[config.mk]
export PLATFORM = sky130hd
export DESIGN_NAME = dac_2comp_out
export DESIGN_NICKNAME = d
export VERILOG_FILES = /design/src/rtl/dac_2comp_out.sv
export SDC_FILE = /design/constraint.sdc
export NUM_CORES = 1
export LEC_CHECK = 0
export BUFFER_PORTS_ARGS = -buffer_cell sky130_fd_sc_hd__buf_2
export CAP_MARGIN = 20
export CORE_MARGIN = 10
export CORE_UTILIZATION = 35
export CTS_BUF_LIST = sky130_fd_sc_hd__clkbuf_4
export DETAILED_ROUTE_END_ITERATION = 10
export GPL_TIMING_DRIVEN = 0
export PLACE_DENSITY = 0.63
export RECOVER_POWER = 100
export SLEW_MARGIN = 30
export SYNTH_ARGS = -nofsm -noshare
export SYNTH_HDL_FRONTEND = slang
export SYNTH_SLANG_ARGS = --single-unit
[constraint.sdc]
create_clock -name clk -period 4.32 [get_ports clk]
set_input_delay 0.216 -clock clk [delete_from_list [all_inputs] [get_ports clk]]
set_output_delay 0.216 -clock clk [all_outputs]
set_load 0.01 [all_outputs]
[src/rtl/dac_2comp_out.sv]
// Two-channel DAC output stage: saturate core samples to the DAC range, slew-limit,
// and emit the inverted offset code, with sticky saturation flags and event counters.
module dac_2comp_out #(
    parameter int IN_BITS  = 16,
    parameter int BITS     = 14,
    parameter int CNT_BITS = 16
) (
    input  logic                clk,
    input  logic                rst,
    input  logic                en,
    input  logic                in_valid,
    input  logic [IN_BITS-1:0]  dac_a_i,
    input  logic [IN_BITS-1:0]  dac_b_i,
    input  logic [BITS-2:0]     slew_max_i,
    input  logic                clr_flags,
    output logic [BITS-1:0]     dac_a_o,
    output logic [BITS-1:0]     dac_b_o,
    output logic                out_valid,
    output logic                sat_a,
    output logic                sat_b,
    output logic [CNT_BITS-1:0] sat_cnt_a,
    output logic [CNT_BITS-1:0] sat_cnt_b
);

    localparam logic signed [IN_BITS-1:0] IN_MAX = {{(IN_BITS-BITS+1){1'b0}}, {(BITS-1){1'b1}}};
    localparam logic signed [IN_BITS-1:0] IN_MIN = {{(IN_BITS-BITS+1){1'b1}}, {(BITS-1){1'b0}}};
    localparam logic signed [BITS-1:0]    Y_MAX  = {1'b0, {(BITS-1){1'b1}}};
    localparam logic signed [BITS-1:0]    Y_MIN  = {1'b1, {(BITS-1){1'b0}}};
    localparam logic [BITS-1:0]           MIDSCALE = {1'b0, {(BITS-1){1'b1}}};

    logic signed [BITS-1:0] tgt_a, tgt_b;
    logic signed [BITS-1:0] y_a, y_b;
    logic                   vld_s1, vld_s2;
    logic                   ev_a, ev_b;

    function automatic logic ovf(input logic signed [IN_BITS-1:0] x);
        return (x > IN_MAX) || (x < IN_MIN);
    endfunction

    function automatic logic signed [BITS-1:0] clamp_in(input logic signed [IN_BITS-1:0] x);
        if (x > IN_MAX)
            return Y_MAX;
        else if (x < IN_MIN)
            return Y_MIN;
        else
            return x[BITS-1:0];
    endfunction

    // Difference is formed one bit wider so a full-scale swing cannot wrap.
    function automatic logic signed [BITS-1:0] slew_step(
        input logic signed [BITS-1:0] tgt,
        input logic signed [BITS-1:0] y,
        input logic [BITS-2:0]        lim
    );
        logic signed [BITS:0] d;
        logic signed [BITS:0] s;
        logic signed [BITS:0] ye;
        logic signed [BITS:0] res;
        ye = {y[BITS-1], y};
        d  = {tgt[BITS-1], tgt} - ye;
        s  = {2'b00, lim};
        if (lim == '0)
            res = {tgt[BITS-1], tgt};
        else if (d > s)
            res = ye + s;
        else if (d < -s)
            res = ye - s;
        else
            res = {tgt[BITS-1], tgt};
        return res[BITS-1:0];
    endfunction

    function automatic logic [BITS-1:0] to_code(input logic signed [BITS-1:0] y);
        return {y[BITS-1], ~y[BITS-2:0]};
    endfunction

    // A clear coinciding with an event leaves the count at one.
    function automatic logic [CNT_BITS-1:0] cnt_next(
        input logic [CNT_BITS-1:0] c,
        input logic                ev,
        input logic                clr
    );
        if (clr)
            return {{(CNT_BITS-1){1'b0}}, ev};
        else if (ev && (c != '1))
            return c + CNT_BITS'(1);
        else
            return c;
    endfunction

    assign ev_a = en && in_valid && ovf(dac_a_i);
    assign ev_b = en && in_valid && ovf(dac_b_i);

    always_ff @(posedge clk or negedge rst) begin
        if (!rst) begin
            tgt_a     <= '0;
            tgt_b     <= '0;
            y_a       <= '0;
            y_b       <= '0;
            dac_a_o   <= MIDSCALE;
            dac_b_o   <= MIDSCALE;
            vld_s1    <= 1'b0;
            vld_s2    <= 1'b0;
            out_valid <= 1'b0;
            sat_a     <= 1'b0;
            sat_b     <= 1'b0;
            sat_cnt_a <= '0;
            sat_cnt_b <= '0;
        end else begin
            if (!en) begin
                tgt_a <= '0;
                tgt_b <= '0;
                y_a   <= '0;
                y_b   <= '0;
            end else begin
                if (in_valid) begin
                    tgt_a <= clamp_in(dac_a_i);
                    tgt_b <= clamp_in(dac_b_i);
                end
                y_a <= slew_step(tgt_a, y_a, slew_max_i);
                y_b <= slew_step(tgt_b, y_b, slew_max_i);
            end

            dac_a_o <= to_code(y_a);
            dac_b_o <= to_code(y_b);

            // Valid travels alongside the target/slew/output registers.
            vld_s1    <= en && in_valid;
            vld_s2    <= en && vld_s1;
            out_valid <= en && vld_s2;

            sat_a     <= ev_a || (sat_a && !clr_flags);
            sat_b     <= ev_b || (sat_b && !clr_flags);
            sat_cnt_a <= cnt_next(sat_cnt_a, ev_a, clr_flags);
            sat_cnt_b <= cnt_next(sat_cnt_b, ev_b, clr_flags);
        end
    end

endmodule

==> results of run 1 <==
==> worst max-delay path, cell delays in order (launching register included) <==
cell      delay (ns)
dfrtp_1         0.43
inv_1           0.07
ha_2            0.18
inv_2           0.04
fa_2            0.36
nand3_4         0.12
a21oi_4         0.07
nor3_2          0.19
o21bai_1        0.10
a21o_1          0.18
a21o_1          0.17
a21oi_2         0.17
xnor2_2         0.10
ha_1            0.30
nand4_1         0.19
nor4_2          0.31
a31oi_1         0.08
o211a_2         0.30
or4b_4          0.57
buf_8           0.18
o221ai_4        0.18
a21oi_2         0.09
==> metrics by stage <==
stage	setup TNS, ns	power, mW	worst slack, ns
finish	-2.31	8.96	-0.178
global route	-7.54	9.59	-0.411
CTS	-0.423	8.14	-0.0741
detailed placement	-19.13	6.29	-0.851
global placement	-19.64	6.23	-0.906
floorplan	0	5.03	0.0119
==> cell type report <==
| class | instances | area [um^2] |
|---|---|---|
| Antenna cell | 3 | 7.51 |
| Buffer | 39 | 250 |
| Clock buffer | 17 | 128 |
| Clock inverter | 15 | 150 |
| Fill cell | 2790 | 15800 |
| Inverter | 88 | 333 |
| Multi-Input combinational cell | 940 | 7370 |
| Sequential cell | 121 | 3070 |
| Tap cell | 384 | 480 |
| Timing Repair Buffer | 206 | 1350 |
==> repair_timing <==
| item | in CTS | in global routing |
|---|---|---|
| endpoints found under the hold margin | 138 | 0 |
| gates resized for setup | 88 | 70 |
| gates cloned | 3 | 1 |
| pin swaps | 55 | 60 |
| hold buffers | 31 | 0 |
| endpoints found under the setup margin | 28 | 28 |
| setup buffers | 42 | 18 |
==> layer usage <==
layer  vias to the layer above  wire, um
met1                      4716     15900
met4                         4      1110
li1                       4756         -
met2                       302     16200
met3                        61      2490
met5                         -        25
==> flip-flops by register name, indices dropped and copies added, names as in the netlist <==
signal and cells:
sat_b 1, tgt_b 14, out_valid 1, sat_a 1, dac_b_o 14, dac_a_o 14
vld_s1 1, y_a 14, tgt_a 14, sat_cnt_a 16, vld_s2 1, sat_cnt_b 16
y_b 14
==> power by group through the flow <==
stage	combinational (mW)	sequential, mW	clock, mW
5_1_grt	7.09	1.57	0.930
6_report	6.56	1.54	0.856
4_1_cts	5.72	1.54	0.880
3_3_place_gp	4.67	1.57	0
3_5_place_dp	4.72	1.57	0
2_1_floorplan	3.45	1.58	0
==> how the worst max path moves through the flow <==
stage / start / end / slack, ns / depth (start not counted)
5_1_grt: tgt_b[0] / y_b[11] / -0.41 / 21
2_1_floorplan: y_a[1] / y_a[6] / 0.01 / 19
3_5_place_dp: tgt_a[0] / y_a[9] / -0.85 / 20
4_1_cts: y_b[1] / y_b[2] / -0.07 / 21
3_3_place_gp: tgt_b[0] / y_b[3] / -0.91 / 20
6_report: tgt_b[0] / y_b[11] / -0.18 / 21
==> kinds of logic after synthesis <==
kind of cell               after synthesis  synth area share
xor gates and xnor gates                69            0.0585
buffers and inverters                  128            0.0535
and+or+nand+nor                        390             0.188
DFF                                    121             0.296
muxes                                    9           0.00920
AOI/OAI and AO/OA                      329             0.217
adders and majority gates              143             0.178
==> cells in the final DEF, fill, tap and decap left out, types with 6 or more instances in the layout <==
cell / netlist / final
a31oi_1: 15 / 15
nor2_1: 120 / 116
a211oi_1: 13 / 8
buf_2: 2 / 44
dfrtp_1: 95 / 89
o21ai_1: 18 / 20
clkbuf_1: 29 / 94
nand2_1: 77 / 76
o21bai_1: 9 / 9
nor4_1: 10 / 7
buf_4: 1 / 49
and3_1: 15 / 15
and4_1: 6 / 6
nand3_1: 29 / 28
o21a_1: 14 / 14
nor2b_1: 19 / 17
or3_1: 16 / 16
xor2_1: 25 / 25
a21o_1: 19 / 19
ha_1: 137 / 130
nand2b_1: 13 / 12
inv_1: 87 / 84
mux2i_1: 8 / 7
a21oi_1: 66 / 55
xnor2_1: 44 / 40
dfrtp_2: 0 / 6
nor3_1: 31 / 28
ha_4: 0 / 6
o31a_1: 6 / 6
nand4_1: 19 / 19
dfstp_2: 26 / 26
clkbuf_4: 0 / 18
o221ai_2: 0 / 7
a21oi_2: 0 / 8
dlygate4sd3_1: 0 / 31
buf_6: 2 / 14
o211ai_1: 6 / 6
o21ai_0: 74 / 66
==> flow_summary.toml, run 1 <==
[floorplan]
start_util = 0.357
rows = 62
design.core.area_um2 = 28900
die-area_um2 = 36800
die_height_um = 192
io-pin-count = 113
die-width_um = 192

[clock_tree]
cts.htree.levels = 4
cts_root_buf = "clkbuf_4"
numCtsBuffers = 17
cts.sinks = 121
clk_latency_ns = 0.60
cts_buffer_depth = 2
clk_pin_slew_ns = 0.13
cts_tree = "built"

[power_and_ir_drop]
cellPowerDensity_nw_per_um2 = 682
ir_worst_vdd_v = 0.000300
power_frac_comb = 0.732
seqPwrFrac = 0.172
p_leak_nw = 5.78
sw_frac_of_total = 0.475
p_sw_mw = 4.25
power_frac_clock = 0.096
p_int_mw = 4.71

[grt]
met3_usage = 0.0481
grt_util_met1 = 0.248
grt_pass1_vias = 9762
grt-busiest-layer = "met2"
met2_usage = 0.291
grtUsageTotal = 0.190
grt_pass1_wl_mm = 54.6
gr-total-overflow = 0
grt_max_degree = 71
antenna_found_initial = 5

[finish]
design_area_um2 = 13100
layout.nets = 1606
syn2layout_area_growth_pct = 27.1
drive_gt1_frac = 0.210
fin_cells = 1813
final_util = 0.454

[route]
wirelength_mm = 35.7
wl_per_cell_um = 19.7
firstDrtPassIters = 5
vias = 9839
drtIter0Drc = 685
vias_per_cell = 5.43
route.detailed.drc = 0
ant_nets = 0

[critical_path]
end_kind = "register"
path_max_fanout = 6
r2r_start = "tgt_b[0]"
path_class = "register to register"
r2r_end = "y_b[11]"
reg2reg_depth = 21
r2r_setup_slack_ns = -0.18
startpoint_type = "register"
critPathArrivalTime_ns = 4.97
critPathRequiredTime_ns = 4.80

[yosys]
synth_top_cell_by_area = "dfrtp_1"
synth-seq-area-share = 0.296
synthMostInstantiatedCell = "ha_1"
synth_edf_count = 0
synthTopCellsByCount = "ha_1, nor2_1, dfrtp_1, inv_1, nand2_1"
synth_area_leaders = "dfrtp_1, ha_1, dfstp_2, nor2_1, xnor2_1"
yosysTopAreaCellShare = 0.230
avgSynthCellArea_um2 = 8.69
syn-cell-area_um2 = 10300
synth_fp_nets = 1382
ys.flop_type = "dfrtp_1"
yosys_register_bits = 121
netlist_instances = 1189
ys_types = 91
async_flop_share = 1.00
yosys_warnings = 0

[sta]
fin_crit_ns = 4.50
max-slew-margin-rel = -1.06
slew_viol_final = 52
setup_ws_ns = -0.178
rsz0062_at_grt = "true"
clock_skew_ns = 0.0323
hold_violations = 0
tightest_slew_ns = 3.10
holdWs_ns = 0.0528
post-route-period-util = 1.04
setup_viol = 23
fmax_mhz = 222

[placement]
dp.cells = 1685
post_dp_cell_area_um2 = 11400
io_buffers = 111
dp_hpwl_mm = 26.3
gp_congestion = 0.905

[run_status]
violations = "max-capacitance violations, max-slew violations, negative setup slack"
outcome = "finished, violations left"

[job]
drv_cap = 1

[worst_hold_path]
min_from = "en"
hold_path_class = "input pin to register"
holdPathEnd = "vld_s1"
holdPathStages = 3
Note: power is estimated with default switching activity, not from simulation.
==> inputs of run 2 (changes only) <==
--- a/config.mk
+++ b/config.mk
@@ -12,7 +12,7 @@
 export CTS_BUF_LIST = sky130_fd_sc_hd__clkbuf_4
 export DETAILED_ROUTE_END_ITERATION = 10
 export GPL_TIMING_DRIVEN = 0
-export PLACE_DENSITY = 0.63
+export PLACE_DENSITY = 0.61
 export RECOVER_POWER = 100
 export SLEW_MARGIN = 30
 export SYNTH_ARGS = -nofsm -noshare
==> constraint.sdc (replaced) <==
create_clock -name clk -period 5.3 [get_ports clk]
set_input_delay 0.265 -clock clk [delete_from_list [all_inputs] [get_ports clk]]
set_output_delay 0.265 -clock clk [all_outputs]
set_load 0.01 [all_outputs]
==> flow_summary.toml, run 2 (same netlist as run 1, synthesis figures left out) <==
[run_status]
outcome = "finished, violations left"
violations = "max-capacitance violations, max-slew violations"

[finish]
final_cell_mix = "ha_1, nor2_1, dfrtp_1"
final_common_cell = "ha_1"
syn2layout_area_growth_pct = 16.5
nFillCells = 2953
top_regs = "sat_cnt_a (16), sat_cnt_b (16)"
drive_gt1_frac = 0.120
fin_cells = 1760
layout.nets = 1551

[floorplan]
design.core.area_um2 = 28900
die-area_um2 = 36800
start_util = 0.357
die-width_um = 192
rows = 62
die_height_um = 192
io-pin-count = 113

[route]
wl_per_cell_um = 19.0
wirelength_mm = 33.4
firstDrtPassIters = 5
vias_per_cell = 5.42
drtIter0Drc = 594
route.detailed.drc = 0
ant_nets = 0
vias = 9542

[power_and_ir_drop]
total_power_mw = 6.06
cellPowerDensity_nw_per_um2 = 503
seqPwrFrac = 0.210
p_int_mw = 3.10
sw_frac_of_total = 0.489
p_sw_mw = 2.96
power_frac_comb = 0.672
p_leak_nw = 5.39
power_frac_clock = 0.118
ir_worst_vdd_v = 0.000178

[critical_path]
r2r_start = "tgt_a[0]"
reg2reg_depth = 22
critPathRequiredTime_ns = 5.77
cp_top_family = "compound AO/OA/AOI/OAI gates"
slowest_delay_ns = 0.48
critPathArrivalTime_ns = 5.46
cp-startpoint = "tgt_a[0]"
r2r_end = "y_a[10]"
crit_chain = "inv_1 > ha_2 > fa_1 > nor2b_1 > o31a_1 > o21ai_1 > o21ai_0 > a21o_1 > a21o_1 > a21oi_1 > xnor2_2 > buf_4 > ha_1 > nand4_1 > nor4_2 > nand2b_1 > a21oi_1 > o21a_2 > nor2_4 > buf_8 > mux2i_1 > a311oi_1"
crit_slowest_cell = "dfrtp_2"
crit_cells = 22
critical_path_buf_inv_count = 3
path_max_fanout = 10
startpoint_type = "register"
path_class = "register to register"
endpoint = "y_a[10]"
end_kind = "register"
r2r_setup_slack_ns = 0.31

[clock_tree]
clk_pin_slew_ns = 0.15
cts_tree = "built"
cts.sinks = 121
cts.htree.levels = 4
clk_latency_ns = 0.59
cts_buffer_depth = 2
numCtsBuffers = 17
cts_root_buf = "clkbuf_4"

[sta]
post-route-period-util = 0.942
hold_violations = 0
setup_viol = 0
fmax_mhz = 200
clock_skew_ns = 0.0370
slew_viol_final = 79
holdWs_ns = 0.0955
max-slew-margin-rel = -1.65
fin_crit_ns = 4.99
tightest_slew_ns = 3.97

[grt]
grt_pass1_vias = 9203
grt_max_degree = 80
grt_pass1_wl_mm = 52.7
grtUsageTotal = 0.182
gr-total-overflow = 0
antenna_found_initial = 6

[job]
drv_cap = 1

[placement]
gp_congestion = 0.915
dp_hpwl_mm = 26.4
io_buffers = 111
dp.cells = 1686

[worst_hold_path]
hold_path_class = "input pin to register"
==> run 2: worst min path at each step <==
stage               from      endpoint  slack (ns)  cells after the start
5_1_grt               en        vld_s1        0.10                      3
4_1_cts        clr_flags  sat_cnt_a[0]        0.05                      3
3_3_place_gp     y_a[13]   dac_a_o[13]        0.42                      0
2_1_floorplan        rst   dac_a_o[13]       -0.03                      0
6_report       clr_flags  sat_cnt_a[0]         0.1                      3
3_5_place_dp         rst  sat_cnt_b[9]        0.32                      1
==> run 2: tightest hold or removal path: stages <==
cell and delay (ns):
buf_1 0.20, nand2_1 0.11, o211ai_1 0.08
==> run 2: what timing repair did <==
item,in CTS,in global routing
gates cloned,0,0
hold buffers,31,0
pin swaps,0,4
endpoints found under the hold margin,90,0
resized for setup,1,10
setup buffers,0,7
endpoints found under the setup margin,5,28
==> run 2: metrics by stage <==
stage | setup slack, ns | cell area (um^2) | TNS, ns | utilization
3_3_place_gp | -0.105 | 11400 | -0.398 | 0.393
6_report | 0.305 | 12000 | 0 | 0.416
3_5_place_dp | -0.0224 | 11400 | -0.0224 | 0.395
4_1_cts | 0.0521 | 12000 | 0 | 0.416
2_1_floorplan | 0.992 | 10300 | 0 | -
5_1_grt | -0.0181 | 12000 | -0.0262 | 0.416
==> run 2: layer usage <==
metal  vias up  routed length (um)  global-route usage
met1      4548               15500               0.248
met2       297               15000               0.279
met4         4                 777              0.0610
li1       4648                   -                   -
met3        45                2150              0.0412
met5         -                  14                   0
==> run 2: cell type report <==
| class | instances | area (um^2) | area share |
|---|---|---|---|
| flip-flops and latches | 121 | 3060 | 0.254 |
| repair buffers | 151 | 875 | 0.0726 |
| plain buffers | 39 | 223 | 0.0185 |
| clock buffers | 17 | 128 | 0.0106 |
| well taps | 384 | 480 | 0.0399 |
| multi-input cells | 940 | 6760 | 0.562 |
| inverters | 88 | 330 | 0.0274 |
| diodes | 5 | 12.5 | 0.00104 |
| clock inverters | 15 | 165 | 0.0137 |
==> run 2: power groups by stage <==
stage | Sequential, mW | Clock (mW) | Combinational (mW)
floorplan | 1.29 | 0 | 2.81
detailed placement | 1.29 | 0 | 3.89
finish | 1.27 | 0.717 | 4.07
global placement | 1.28 | 0 | 3.84
global route | 1.30 | 0.781 | 4.50
CTS | 1.27 | 0.744 | 3.94
==> inputs of run 3 (changes only) <==
--- a/config.mk
+++ b/config.mk
@@ -8,12 +8,11 @@
 export BUFFER_PORTS_ARGS = -buffer_cell sky130_fd_sc_hd__buf_2
 export CAP_MARGIN = 20
 export CORE_MARGIN = 10
-export CORE_UTILIZATION = 35
+export CORE_UTILIZATION = 30
 export CTS_BUF_LIST = sky130_fd_sc_hd__clkbuf_4
 export DETAILED_ROUTE_END_ITERATION = 10
 export GPL_TIMING_DRIVEN = 0
-export PLACE_DENSITY = 0.61
-export RECOVER_POWER = 100
+export PLACE_DENSITY = 0.55
 export SLEW_MARGIN = 30
 export SYNTH_ARGS = -nofsm -noshare
 export SYNTH_HDL_FRONTEND = slang
==> flow_summary.toml, run 3 (same netlist as run 1, synthesis figures left out) <==
[grt]
grt_max_degree = 73
antenna_found_initial = 8
grtUsageTotal = 0.159
grt_pass1_vias = 9092
gr-total-overflow = 0
grt_pass1_wl_mm = 52.4

[floorplan]
die_height_um = 206
die-width_um = 206
die-area_um2 = 42300
rows = 67
start_util = 0.306
io-pin-count = 113
design.core.area_um2 = 33800

[finish]
layout.nets = 1547
final_common_cell = "ha_1"
drive_gt1_frac = 0.168
fin_cells = 1818
seqCellArea_um2 = 3060
syn2layout_area_growth_pct = 17.9
nFillCells = 3515
top_regs = "sat_cnt_a (16), sat_cnt_b (16)"
final_util = 0.361
multi_input_area_um2 = 6790
final_cell_mix = "ha_1, nor2_1, buf_2"

[sta]
setup_viol = 0
clock_skew_ns = 0.0235
fin_setup_tns_ns = 0
fin_crit_ns = 5.03
fmax_mhz = 199
tightest_slew_ns = 0.951
slew_viol_final = 0
hold_violations = 0
setup_ws_ns = 0.268
post-route-period-util = 0.949
max-slew-margin-rel = 0.366
holdWs_ns = 0.104

[critical_path]
startpoint_type = "register"
critical_path_buf_inv_count = 3
slowest_delay_ns = 0.43
critPathRequiredTime_ns = 5.79
crit_slowest_cell = "dfrtp_1"
crit_chain = "inv_1 > ha_1 > inv_1 > fa_1 > nand3_1 > a21oi_1 > nor3_2 > o21bai_1 > a21o_1 > a21o_1 > a21oi_1 > xnor2_1 > ha_1 > nand4_1 > a211oi_2 > o21ai_2 > a31o_2 > a211oi_4 > o31a_1 > buf_4 > nor2b_1 > a221o_1"
cp_top_family = "compound AO/OA/AOI/OAI gates"
path_max_fanout = 5
path_class = "register to register"
critPathArrivalTime_ns = 5.53
end_kind = "register"

[clock_tree]
cts.sinks = 121
cts_buffer_depth = 2
cts_tree = "built"
cts_root_buf = "clkbuf_4"
clk_latency_ns = 0.59
cts.htree.levels = 4
clk_pin_slew_ns = 0.14
numCtsBuffers = 17

[placement]
gp_congestion = 0.894
place_ws_ns = -0.0124
dp_hpwl_mm = 26.8
dp.cells = 1749
io_buffers = 111

[job]
drv_cap = 0

[run_status]
outcome = "completed"

[route]
wl_met2_mm = 15.5
highest_layer = "met5"
firstDrtPassIters = 6
wl_met1_mm = 15.7
route.detailed.drc = 0
drtIter0Drc = 656
wirelength_mm = 34.0
vias_per_cell = 5.22
ant_nets = 0
vias = 9488
wl_per_cell_um = 18.7
wl_met3_mm = 2.29

[worst_hold_path]
hold_path_class = "input pin to register"

[power_and_ir_drop]
cellPowerDensity_nw_per_um2 = 495
p_leak_nw = 5.59
ir_worst_vdd_v = 0.000196
[run 3: changes by cell type in the layout (fill, tap and decap cells not counted), sizes merged]
cell,previous run,this run
clkbuf,116,51
buf,59,121
diode,5,3
bufinv,2,1
clkdlybuf4s25,1,0
clkinvlp,3,4
[run 3: what timing repair did]
item	in CTS	in global routing
setup buffers	0	3
pin swaps	0	5
endpoints found under the setup margin	2	28
hold buffers	31	0
resized for setup	2	18
hold endpoints to repair	123	0
[run 3: cell type report]
class / count / share of cell area
flip-flops and latches: 121 / 0.252
diodes: 3 / 0.000616
well taps: 448 / 0.0460
clock buffers: 17 / 0.0105
clock inverters: 15 / 0.0116
plain buffers: 40 / 0.0191
multi-input cells: 940 / 0.557
repair buffers: 146 / 0.0760
inverters: 88 / 0.0271
[run 3: path summary, 6_finish.rpt]
check | to | cells after the start | slack, ns | startpoint
max | y_b[2] | 22 | 0.27 | tgt_b[0]
min | sat_b | 4 | 0.10 | dac_b_i[14]
max reg2reg | y_b[2] | 22 | 0.27 | tgt_b[0]
min reg2reg | dac_a_o[13] | 0 | 0.46 | y_a[13]
max in group asynchronous | dac_b_o[9] | 3 | 4.37 | rst
min in group asynchronous | sat_cnt_a[12] | 2 | 0.15 | rst
[run 3: worst reg2reg max path: cells and delay by family, from the launching register on]
kind | cells | cell delay [ns]
xor gates and xnor gates | 1 | 0.16
buffers and inverters | 3 | 0.32
and+or+nand+nor | 4 | 0.60
AOI/OAI and AO/OA | 11 | 2.52
adders and majority gates | 3 | 0.92
DFF | 1 | 0.43
[run 3: through the flow]
stage               instance area (um^2)  power (mW)
floorplan                          10300        4.10
global placement                   11400        5.14
detailed placement                 11500        5.19
CTS                                12100        5.94
global route                       12200        6.55
finish                             12200        6.03
[run 3: routing by layer]
metal / track usage / vias to the layer above
met4: 0.0391 / 8
met5: 0 / -
met2: 0.250 / 244
met3: 0.0387 / 32
li1: - / 4640
met1: 0.212 / 4564
[run 3: power breakdown]
group          internal, mW  switching [mW]  leakage [nW]
logic                  1.67            2.42          3.90
clock network         0.240           0.428         0.135
registers              1.14           0.129          1.55
